[src/rtl/ov7670_pkg.sv]
// Shared types and default 100 MHz timing for the OV7670 power-up sequencer.
// Holds the state encoding and the per-state output table.
package ov7670_pkg;

  localparam int DEF_LOCK_STABLE_CYCLES = 1000;      // 10 us
  localparam int DEF_PWDN_CYCLES        = 100000;    // 1 ms
  localparam int DEF_CAM_RST_CYCLES     = 100000;    // 1 ms
  localparam int DEF_SETTLE_CYCLES      = 300000;    // 3 ms
  localparam int DEF_CFG_TIMEOUT        = 10000000;  // 100 ms
  localparam int DEF_MAX_RETRIES        = 2;

  typedef enum logic [3:0] {
    ST_WAIT_LOCK   = 4'd0,
    ST_LOCK_STABLE = 4'd1,
    ST_CAM_PWDN    = 4'd2,
    ST_CAM_RESET   = 4'd3,
    ST_CAM_SETTLE  = 4'd4,
    ST_CFG_START   = 4'd5,
    ST_CFG_WAIT    = 4'd6,
    ST_RUN         = 4'd7,
    ST_FAULT       = 4'd8
  } state_t;

  typedef struct packed {
    logic sys_rst_n;
    logic cam_pwdn;
    logic cam_rst_n;
    logic cfg_start;
    logic ready;
    logic fault;
  } outs_t;

  function automatic int imax(input int a, input int b);
    return (a > b) ? a : b;
  endfunction

  // Output vector order: sys_rst_n, cam_pwdn, cam_rst_n, cfg_start, ready, fault.
  function automatic outs_t state_outs(input state_t s);
    case (s)
      ST_CAM_PWDN:   return outs_t'(6'b110000);
      ST_CAM_RESET:  return outs_t'(6'b100000);
      ST_CAM_SETTLE: return outs_t'(6'b101000);
      ST_CFG_START:  return outs_t'(6'b101100);
      ST_CFG_WAIT:   return outs_t'(6'b101000);
      ST_RUN:        return outs_t'(6'b101010);
      ST_FAULT:      return outs_t'(6'b110001);
      default:       return outs_t'(6'b010000);
    endcase
  endfunction

endpackage

[src/rtl/ov7670_power_seq_sync_2ff.sv]
// Two-flop synchroniser for a single asynchronous level, cleared by a
// synchronous active-low reset.
module sync_2ff (
  input  logic clk,
  input  logic rst_n,
  input  logic d,
  output logic q
);

  logic meta;

  // NOTE: sequential state uses non-blocking assignments so both flops sample
  // their inputs from before the edge, giving a true two-stage pipeline.
  always_ff @(posedge clk) begin
    if (!rst_n) begin
      meta <= 1'b0;
      q    <= 1'b0;
    end else begin
      meta <= d;
      q    <= meta;
    end
  end

endmodule

[src/rtl/ov7670_power_seq.sv]
// Power-up / reset sequencer: waits for stable PLL lock, walks the OV7670
// PWDN/RESET pins through power-up, starts SCCB config and retries on timeout.
module ov7670_power_seq
  import ov7670_pkg::*;
#(
  parameter int LOCK_STABLE_CYCLES = DEF_LOCK_STABLE_CYCLES,
  parameter int PWDN_CYCLES        = DEF_PWDN_CYCLES,
  parameter int CAM_RST_CYCLES     = DEF_CAM_RST_CYCLES,
  parameter int SETTLE_CYCLES      = DEF_SETTLE_CYCLES,
  parameter int CFG_TIMEOUT        = DEF_CFG_TIMEOUT,
  parameter int MAX_RETRIES        = DEF_MAX_RETRIES
) (
  input  logic clk,
  input  logic rst_n,
  input  logic pll_locked,
  input  logic cfg_done,
  output logic sys_rst_n,
  output logic cam_pwdn,
  output logic cam_rst_n,
  output logic cfg_start,
  output logic ready,
  output logic fault
);

  localparam int MAX_T   = imax(imax(imax(LOCK_STABLE_CYCLES, PWDN_CYCLES),
                                     imax(CAM_RST_CYCLES, SETTLE_CYCLES)), CFG_TIMEOUT);
  localparam int CNT_W   = $clog2(MAX_T) + 1;
  localparam int RETRY_W = (MAX_RETRIES > 0) ? $clog2(MAX_RETRIES + 1) : 1;

  logic               lock_s;
  state_t             state, nxt;
  logic [CNT_W-1:0]   cnt;
  logic [RETRY_W-1:0] retry_cnt, retry_nxt;
  logic               cnt_clr;
  outs_t              outs;

  sync_2ff u_lock_sync (
    .clk   (clk),
    .rst_n (rst_n),
    .d     (pll_locked),
    .q     (lock_s)
  );

  // NOTE: every signal written here gets a default first, so no path leaves
  // it unassigned and no latch is inferred.
  always_comb begin
    nxt       = state;
    retry_nxt = retry_cnt;
    if (!lock_s) begin
      nxt       = ST_WAIT_LOCK;
      retry_nxt = '0;
    end else begin
      case (state)
        ST_WAIT_LOCK:   nxt = ST_LOCK_STABLE;
        ST_LOCK_STABLE: if (cnt == CNT_W'(LOCK_STABLE_CYCLES - 1)) nxt = ST_CAM_PWDN;
        ST_CAM_PWDN:    if (cnt == CNT_W'(PWDN_CYCLES - 1))        nxt = ST_CAM_RESET;
        ST_CAM_RESET:   if (cnt == CNT_W'(CAM_RST_CYCLES - 1))     nxt = ST_CAM_SETTLE;
        ST_CAM_SETTLE:  if (cnt == CNT_W'(SETTLE_CYCLES - 1))      nxt = ST_CFG_START;
        ST_CFG_START:   nxt = ST_CFG_WAIT;
        ST_CFG_WAIT: begin
          // A done arriving on the last timeout cycle still counts as success.
          if (cfg_done) begin
            nxt = ST_RUN;
          end else if (cnt == CNT_W'(CFG_TIMEOUT - 1)) begin
            if (retry_cnt == RETRY_W'(MAX_RETRIES)) begin
              nxt = ST_FAULT;
            end else begin
              retry_nxt = retry_cnt + RETRY_W'(1);
              nxt       = ST_CAM_PWDN;
            end
          end
        end
        ST_RUN, ST_FAULT: nxt = state;
        default:          nxt = ST_WAIT_LOCK;
      endcase
    end
  end

  // Counter restarts on every state change and idles at zero in untimed states.
  assign cnt_clr = (nxt != state) || (nxt inside {ST_WAIT_LOCK, ST_RUN, ST_FAULT});

  always_ff @(posedge clk) begin
    if (!rst_n) begin
      state     <= ST_WAIT_LOCK;
      cnt       <= '0;
      retry_cnt <= '0;
      outs      <= state_outs(ST_WAIT_LOCK);
    end else begin
      state     <= nxt;
      cnt       <= cnt_clr ? '0 : cnt + CNT_W'(1);
      retry_cnt <= retry_nxt;
      outs      <= state_outs(nxt);
    end
  end

  assign sys_rst_n = outs.sys_rst_n;
  assign cam_pwdn  = outs.cam_pwdn;
  assign cam_rst_n = outs.cam_rst_n;
  assign cfg_start = outs.cfg_start;
  assign ready     = outs.ready;
  assign fault     = outs.fault;

endmodule

[config.mk]
export PLATFORM = sky130hd
export DESIGN_NAME = ov7670_power_seq
export DESIGN_NICKNAME = d
export VERILOG_FILES = /design/src/rtl/ov7670_pkg.sv /design/src/rtl/ov7670_power_seq_sync_2ff.sv /design/src/rtl/ov7670_power_seq.sv
export SDC_FILE = /design/constraint.sdc
export NUM_CORES = 1
export LEC_CHECK = 0
export BUFFER_PORTS_ARGS = -buffer_cell sky130_fd_sc_hd__buf_2
export CORE_MARGIN = 5
export CORE_UTILIZATION = 35
export DETAILED_ROUTE_END_ITERATION = 12
export PLACE_DENSITY = 0.48
export SETUP_SLACK_MARGIN = 0.2
export SYNTH_ARGS = -nofsm -noshare
export SYNTH_HDL_FRONTEND = slang
export SYNTH_HIERARCHICAL = 1
export SYNTH_SLANG_ARGS = --single-unit
[constraint.sdc]
create_clock -name clk -period 3 [get_ports clk]
set_clock_uncertainty 0.15 [all_clocks]
set_input_delay 0.45 -clock clk [delete_from_list [all_inputs] [get_ports clk]]
set_output_delay 0.45 -clock clk [all_outputs]
set_load 0.01 [all_outputs]
[After elaboration in Yosys (flattened, before gate mapping)]
Index checks and enable logic that the tools add are counted.
Storage, ports and cells
  register bits: 39
  output and inout bits: 6
Operators by class
  add/sub/neg operators: 2
  equal/unequal tests: 21
  muxes and demuxes: 10
  bitwise logic cells: 3
  reduce and logical (&&, ||, !) cells: 9
Operators by type and width (count)
  6-bit case mux with 6 select lines: 1
  4-bit by 3-bit == test with 1-bit output (second input constant): 8
  4-bit two-way mux: 8
  4-bit case mux with 8 select lines: 1
  25-bit by 1-bit adder with 25-bit output (second input constant): 1
  25-bit by 10-bit == test with 1-bit output (second input constant): 1
  25-bit by 17-bit == test with 1-bit output (second input constant): 1
  25-bit by 19-bit == test with 1-bit output (second input constant): 1
  25-bit by 24-bit == test with 1-bit output (second input constant): 1
  4-bit by 2-bit == test with 1-bit output (second input constant): 4
  4-bit == test (second input constant): 2
  4-bit logical NOT: 2
  2-bit OR reduction: 3
  4-bit by 1-bit == test with 1-bit output (second input constant): 1
  4-bit inequality test: 1
  4-bit AND reduction: 1
  1-bit inverter: 3
  3-bit nonzero test: 1
  2-bit by 1-bit adder with 2-bit output (second input constant): 1
  2-bit == test (second input constant): 1
  2-bit AND reduction: 1
  1-bit logical OR: 1

[Longest topological paths before layout]
Gate-level depths: netlist (run 1).
  word-level depth: 10
  mapped depth: 9

[By module]
Netlist (run 1), hierarchy kept.
By module, submodules not included
  ov7670_power_seq: times used 1, cells an instance 227, area each 1929.4 µm², sequential area each 740.7 µm²
  sync_2ff: times used 1, cells an instance 4, area each 52.6 µm², sequential area each 40.0 µm²

[Worst setup path after synthesis (run 1)]
No wires, ideal clock.
  kind: register to register
  start point: reg cnt[5]
  end point: reg cnt[16]
  library setup time: 115 ps
  arrival: 2309 ps
  slack: 426 ps
  cell stages (with the launch flop): 10
  buffers on the path: 2
  period minus slack after synthesis: 2574 ps
  cells stage by stage: dfxtp_1 > buf_2 > or3b_2 > nor4_1 > nand4b_1 > a22o_1 > or2_4 > o211ai_4 > buf_6 > nor2_1
On the way
  word-level cells in the longest chain between the ends: 9
  elaborated cells between the ends (all ways): 20
  classes of those cells: add/sub (1); eq/ne (7); mux (8); reduce/logical (4)
RTL lines
  start: declaration: RTL line ov7670_power_seq.sv:32  | logic [CNT_W-1:0] cnt;
  start signal: assignment: RTL line ov7670_power_seq.sv:90  | cnt <= cnt_clr ? '0 : cnt + CNT_W'(1);
  25-bit by 24-bit == test with 1-bit output: RTL line ov7670_power_seq.sv:64  | end else if (cnt == CNT_W'(CFG_TIMEOUT - 1)) begin
  4-bit two-way mux: RTL line ov7670_power_seq.sv:64
  4-bit two-way mux: RTL line ov7670_power_seq.sv:62  | if (cfg_done) begin
  4-bit case mux with 8 select lines: RTL line ov7670_power_seq.sv:53  | case (state)
  4-bit two-way mux: RTL line ov7670_power_seq.sv:49  | if (!lock_s) begin
  4-bit by 3-bit == test with 1-bit output, or another cell as far along: RTL line ov7670_power_seq.sv:80  | assign cnt_clr = (nxt != state) || (nxt inside {ST_WAIT_LOCK, ST_RUN, ST_FAULT});
  3-bit nonzero test: RTL line ov7670_power_seq.sv:80
  1-bit logical OR: RTL line ov7670_power_seq.sv:80
  2-bit OR reduction (no source line)
Parallel ways exist; a longest one is shown, timed or not.
A chain may end at the register's enable or synchronous reset.

[Worst setup path in the final report (run 1)]
  start point: reg cnt[13]
  end point: reg cnt[3]
On the way
  word-level cells in the longest chain between the ends: 9
  elaborated cells between the ends (all ways): 19
  classes of those cells: eq/ne (7); mux (8); reduce/logical (4)
RTL lines (RTL line)
  25-bit by 24-bit == test with 1-bit output: ov7670_power_seq.sv:64
  4-bit two-way mux: ov7670_power_seq.sv:64
  4-bit two-way mux: ov7670_power_seq.sv:62
  4-bit case mux with 8 select lines (*): ov7670_power_seq.sv:53
  4-bit two-way mux (*): ov7670_power_seq.sv:49
  4-bit by 3-bit == test with 1-bit output, or another cell as far along: ov7670_power_seq.sv:80
  3-bit nonzero test: ov7670_power_seq.sv:80
  1-bit logical OR (*): ov7670_power_seq.sv:80
  2-bit OR reduction (no source line) (*)
Every way passes the cells marked *; elsewhere a longest branch is shown, timed or not.

==> flow_metrics.py, run 1 <==
metrics = {
    "outcome": {
        "status": "finished clean",
    },
    "timing": {
        "slew_headroom_pct": 61.36,
        "rsz0062_at_grt": "false",
        "hold_viol": 0,
        "worst_slew_pin_slew_ns": 0.5752,
        "slew_viol_final": 0,
        "setup_viol": 0,
        "finalSetupTns_ns": 0,
        "fmax_mhz": 372.5,
        "period_needed_ns": 2.685,
        "fin_crit_sh_pct": 89.49,
    },
    "job": {
        "cap_violations": 0,
    },
    "place": {
        "dp_hpwl_um": 3280,
        "gp_congestion": 0.8401,
        "placement.io_buffers": 9,
        "placed_cells": 314,
    },
    "synthesis": {
        "synthCells": 231,
        "synth_fa_ha_area_share_pct": 1.263,
        "synth_common_cells": "dfxtp_1, nor2_1, nand2_1",
        "ys.flop_type": "dfxtp_1",
        "synth_xor_xnor_area_share_pct": 10.61,
        "seq_area_frac_synth_pct": 39.39,
        "ys_seq_elements": 39,
        "yosys.area_share.simple_pct": 36.11,
        "yosysTopAreaCellShare_pct": 39.39,
        "muxShareOfSynthArea_pct": 0,
        "netlist_area_um2": 1982,
        "ys_types": 50,
        "yosysMostFrequentCell": "dfxtp_1",
        "syn_nets": 237,
        "yosys-top-cells-area": "dfxtp_1, xor2_1, nor2_1",
        "synth_top_family_by_area": "simple AND/OR/NAND/NOR gates",
        "avgSynthCellArea_um2": 8.580,
        "synth_top_area_cell": "dfxtp_1",
        "yosys_warnings": 6,
        "synth_edf_count": 0,
        "synth_compound_area_share_pct": 9.343,
        "async_flop_share_pct": 0,
    },
    "detailed_routing": {
        "drcViolationCount": 0,
        "drt-total-wl_um": 4494,
        "dr.pass1.iters": 4,
        "wl_per_cell_um": 13.96,
        "via_count": 1654,
        "viasPerCell": 5.137,
        "antenna_left": 0,
        "drt_iter0_markers": 77,
    },
    "floorplan": {
        "dieArea_um2": 7268,
        "ios": 10,
        "die-height_um": 85.25,
        "core_um2": 5507,
        "rows": 27,
        "initial_utilization_pct": 35.99,
        "die_w_um": 85.25,
    },
    "clock_tree": {
        "numClockSinks": 39,
        "cts_root_buf": "clkbuf_8",
        "clkTransAtPathRegs_ns": 0.07,
        "clk_latency_ns": 0.29,
        "hold_buffers": 0,
        "h-tree-depth": 2,
        "cts_buffers": 5,
        "ctsLongestPathBuffers": 2,
        "cts_tree": "done",
    },
    "pwr": {
        "power_density_nw_per_um2": 387.8,
        "vdd_drop_max_mv": 0.1726,
        "p_leak_uw": 0.0007713,
    },
    "finish": {
        "syn_to_final_growth_pct": 13.76,
        "fin_cells": 322,
        "n_antenna_cell": 0,
        "drive_gt1_share_pct": 13.60,
        "layout.nets": 257,
    },
    "critical_path": {
        "path_cells": "or4_1 > nor3_4 > nand4b_1 > a22o_1 > or2_4 > o211ai_4 > buf_12 > nor2_1",
        "cp_max_fo": 25,
        "required_ns": 3.03,
        "slowest_stage": "or4_1",
        "cp-start-kind": "flip-flop",
        "crit_buf_inv": 1,
        "critPathKind": "reg2reg",
        "critPathTopFamily": "simple AND/OR/NAND/NOR gates",
        "arrival_ns": 2.72,
        "max_stage_delay_ns": 0.59,
        "setup.worst_path.end_class": "flip-flop",
    },
    "global_routing": {
        "grt_overflow": 0,
        "grt_pass1_wl_um": 8059,
        "grt_pass1_vias": 1659,
        "antenna_found_initial": 0,
        "grt_max_degree": 26,
        "grt_usage_pct": 13.65,
    },
    "min_path": {
        "min_path_type": "in2reg",
    },
}
==> where the power goes <==
part	switching (µW)	internal [µW]	leakage, µW
logic	14.2	10.3	0.000419
registers	1.71	519	0.000315
clock network	174	155	0.0000371
total	190	685	0.000771
==> flip-flops by register name (all words and copies together) (netlist names) <==
register          count
cam_pwdn              1
cam_rst_n             1
cfg_start             1
cnt                  25
fault                 1
ready                 1
retry_cnt             2
state                 4
sys_rst_n             1
u_lock_sync/meta      1
u_lock_sync/q         1
==> cell type report <==
cell class | count | area [µm²]
clock buffers | 6 | 72.57
fillers | 570 | 3252
inverters | 7 | 26.28
multi-input cells | 179 | 1151
flip-flops and latches | 39 | 782.0
well taps | 72 | 90.09
repair buffers | 19 | 132.6
==> through the flow <==
stage	setup WS [ns]	total power, µW	area (µm²)	hold WS [ns]	util [%]
after floorplan	0.4259	549.3	1982	0.2557	-
after global placement	0.1742	558.0	2151	0.2608	39.06
after detailed placement	0.1890	557.6	2151	0.2637	39.06
after CTS	0.2293	888.3	2237	0.2200	40.63
after global routing	0.2165	913.6	2255	0.2240	40.95
final	0.3154	874.4	2255	0.2361	40.95
==> kinds of logic after synthesis <==
kind of cell | Yosys count
AND/OR/NAND/NOR | 131
flip-flops | 39
XOR/XNOR | 24
AO/OA/AOI/OAI | 22
buffers and inverters | 13
adder cells (fa/ha/maj) | 2
==> worst paths after layout <==
path | from | endpoint | slack, ns | cells after the start
worst max register to register | cnt[13]$_SDFF_PP0_ | cnt[3]$_SDFF_PP0_ | 0.32 | 8
worst max-delay path | cnt[13]$_SDFF_PP0_ | cnt[3]$_SDFF_PP0_ | 0.32 | 8
worst min-delay path | pll_locked | u_lock_sync/meta$_SDFF_PN0_ | 0.24 | 2
worst min register to register | u_lock_sync/meta$_SDFF_PN0_ | u_lock_sync/q$_SDFF_PN0_ | 0.28 | 1
==> metal layers <==
| layer | global-route usage, % | up-vias | wire length (µm) |
|---|---|---|---|
| li1 | - | 848 | - |
| met1 | 19.40 | 779 | 2400 |
| met2 | 19.84 | 19 | 1867 |
| met3 | 3.495 | 8 | 140 |
| met4 | 4.748 | 0 | 85 |
| met5 | 0 | - | 0 |
==> timing repair <==
action                                  4_1_cts  5_1_grt
resized for setup                             1        4
endpoints found under the hold margin         0        0
setup buffers                                 1        1
endpoints found under the setup margin       25       29
pin swaps                                     1        3
==> cell usage in the layout (no fill, tap or decap), types with 3 or more instances in the layout <==
cell and n:
dfxtp_1 38, nor2_1 36, nand2_1 18, xor2_1 16, nand3_1 13, nor3_1 11, buf_2 9, buf_4 9
and2_1 8, and3_1 8, xnor2_1 8, inv_1 7, nand2b_1 6, and4_1 5, clkbuf_8 5, nand4_1 4
nor4_1 3
No activity file was read; power rests on OpenSTA's default activity.
==> run 2, diff against run 1 <==
--- a/config.mk
+++ b/config.mk
@@ -8,2 +8,3 @@
 export BUFFER_PORTS_ARGS = -buffer_cell sky130_fd_sc_hd__buf_2
+export CORE_ASPECT_RATIO = 1.4
 export CORE_MARGIN = 5
==> constraint.sdc (replaced) <==
create_clock -name clk -period 3 [get_ports clk]
set_clock_uncertainty 0.15 [all_clocks]
set_input_delay 0.15 -clock clk [delete_from_list [all_inputs] [get_ports clk]]
set_output_delay 0.15 -clock clk [all_outputs]
set_load 0.01 [all_outputs]
==> flow_metrics.py, run 2 (synthesis results as in run 1) <==
metrics = {
    "finish": {
        "reg_top3": "cnt (25), state (4), retry_cnt (2)",
        "largest_reg_flops": 25,
        "regMostFlops": "cnt",
        "layout.nets": 259,
        "syn_to_final_growth_pct": 14.96,
        "n_antenna_cell": 0,
        "final_cell_mix": "dfxtp_1, nor2_1, nand2_1, xor2_1, nand3_1",
        "drive_gt1_share_pct": 13.78,
        "final_common_cell": "dfxtp_1",
    },
    "floorplan": {
        "rows": 32,
        "die-height_um": 99.04,
        "ios": 10,
        "die_w_um": 73.60,
        "dieArea_um2": 7288,
        "initial_utilization_pct": 35.87,
        "core_um2": 5525,
    },
    "timing": {
        "rsz0062_at_grt": "false",
        "slew_headroom_pct": 66.40,
        "whs_ns": -0.001731,
        "setup_viol": 0,
        "fmax_mhz": 378.5,
        "finalSetupTns_ns": 0,
        "hold_viol": 1,
        "slew_viol_final": 0,
        "period_needed_ns": 2.642,
        "worst_slew_pin_slew_ns": 0.5001,
        "finalWorstSetupSlack_ns": 0.3583,
        "fin_crit_sh_pct": 88.06,
    },
    "clock_tree": {
        "ctsLongestPathBuffers": 2,
        "h-tree-depth": 2,
        "cts_tree": "done",
        "cts_root_buf": "clkbuf_8",
        "cts_buffers": 5,
        "numClockSinks": 39,
        "clkTransAtPathRegs_ns": 0.08,
        "clk_latency_ns": 0.29,
    },
    "global_routing": {
        "grt_overflow": 0,
        "grt_pass1_wl_um": 7983,
        "antenna_found_initial": 0,
        "grt_max_degree": 26,
        "grt_pass1_vias": 1706,
        "grt_usage_pct": 13.92,
    },
    "place": {
        "gp_congestion": 0.9105,
        "dp_hpwl_um": 3385,
        "placement.io_buffers": 9,
        "post-place-ws_ns": 0.2888,
    },
    "critical_path": {
        "r2r_setup_slack_ns": 0.36,
        "path_cells": "or4_1 > nor3_4 > nand4b_1 > a22o_1 > or2_4 > o211ai_4 > buf_12 > nor2_1",
        "cp-startpoint": "cnt[13]$_SDFF_PP0_",
        "arrival_ns": 2.68,
        "cp-start-kind": "flip-flop",
        "rr_startpoint": "cnt[13]$_SDFF_PP0_",
        "slowest_stage": "or4_1",
        "reg2reg_depth": 8,
        "required_ns": 3.04,
        "max_stage_delay_ns": 0.59,
        "setup.worst_path.end_class": "flip-flop",
        "reg2reg_to": "cnt[20]$_SDFF_PP0_",
        "critPathKind": "reg2reg",
        "cp_max_fo": 25,
        "endpoint": "cnt[20]$_SDFF_PP0_",
    },
    "detailed_routing": {
        "drcViolationCount": 0,
        "drt-total-wl_um": 4514,
        "viasPerCell": 5.093,
        "drt_iter0_markers": 107,
        "wl_per_cell_um": 14.02,
        "via_count": 1640,
        "antenna_left": 0,
        "dr.pass1.iters": 4,
    },
    "outcome": {
        "violations": "hold timing",
        "status": "complete, but fails checks",
    },
    "min_path": {
        "min_path_type": "in2reg",
    },
    "job": {
        "cap_violations": 0,
    },
    "pwr": {
        "vdd_drop_max_mv": 0.2588,
        "power_density_nw_per_um2": 390.9,
        "p_leak_uw": 0.0007887,
    },
}
## run 2: layer usage
metal / GRT usage, % / share of wire [%]
met5: 0 / 0
met4: 5.439 / 2.7
met3: 3.469 / 3.3
met2: 23.36 / 50
met1: 16.65 / 43
## run 2: where the power goes
group,internal [µW],total (µW),switching [µW]
clock network,163,345,182
registers,519,522,2.67
logic,10.7,23.9,13.2
total,693,891,197
## run 2: area by class of cell
| type | count | area (µm²) |
|---|---|---|
| Clock buffer | 7 | 76.32 |
| Multi-Input combinational cell | 179 | 1155 |
| Timing Repair Buffer | 21 | 150.1 |
| Fill cell | 596 | 3247 |
| Tap cell | 68 | 85.08 |
| Inverter | 7 | 26.28 |
| Sequential cell | 39 | 780.7 |
| Clock inverter | 1 | 5.005 |
## run 2: worst min-delay path by stage
stage               start  depth (start not counted)                           to  slack (ns)
4_1_cts             rst_n                          2         sys_rst_n$_SDFF_PN0_       0.003
6_report            rst_n                          2         sys_rst_n$_SDFF_PN0_      -0.002
3_5_place_dp   pll_locked                          2  u_lock_sync/meta$_SDFF_PN0_        0.21
5_1_grt             rst_n                          2         sys_rst_n$_SDFF_PN0_        0.02
2_1_floorplan       rst_n                          1             fault$_SDFF_PN0_        0.12
3_3_place_gp   pll_locked                          2  u_lock_sync/meta$_SDFF_PN0_        0.21
## run 2: repair_timing
item / in CTS / in global routing
hold endpoints to repair: 1 / 0
setup buffers: 0 / 2
setup endpoints to repair: 0 / 27
gates resized for setup: 0 / 3
hold buffers: 1 / 0
## run 2: critical path, delay by kind of cell (launching register included)
family | cells | cell delay, ns
AOI/OAI and AO/OA | 2 | 0.47
buffers and inverters | 1 | 0.19
DFF | 1 | 0.37
and+or+nand+nor | 5 | 1.36
## run 2: metrics by stage
stage | instance area [µm²] | power, µW | hold slack (ns) | std cells | util [%]
4_1_cts | 2245 | 909.0 | 0.002605 | 320 | 40.63
3_3_place_gp | 2153 | 557.4 | 0.2103 | 311 | 38.97
5_1_grt | 2278 | 930.8 | 0.01661 | 322 | 41.24
2_1_floorplan | 1982 | 549.3 | 0.1217 | 231 | -
3_5_place_dp | 2153 | 557.1 | 0.2133 | 311 | 38.97
6_report | 2278 | 890.6 | -0.001731 | 322 | 41.24
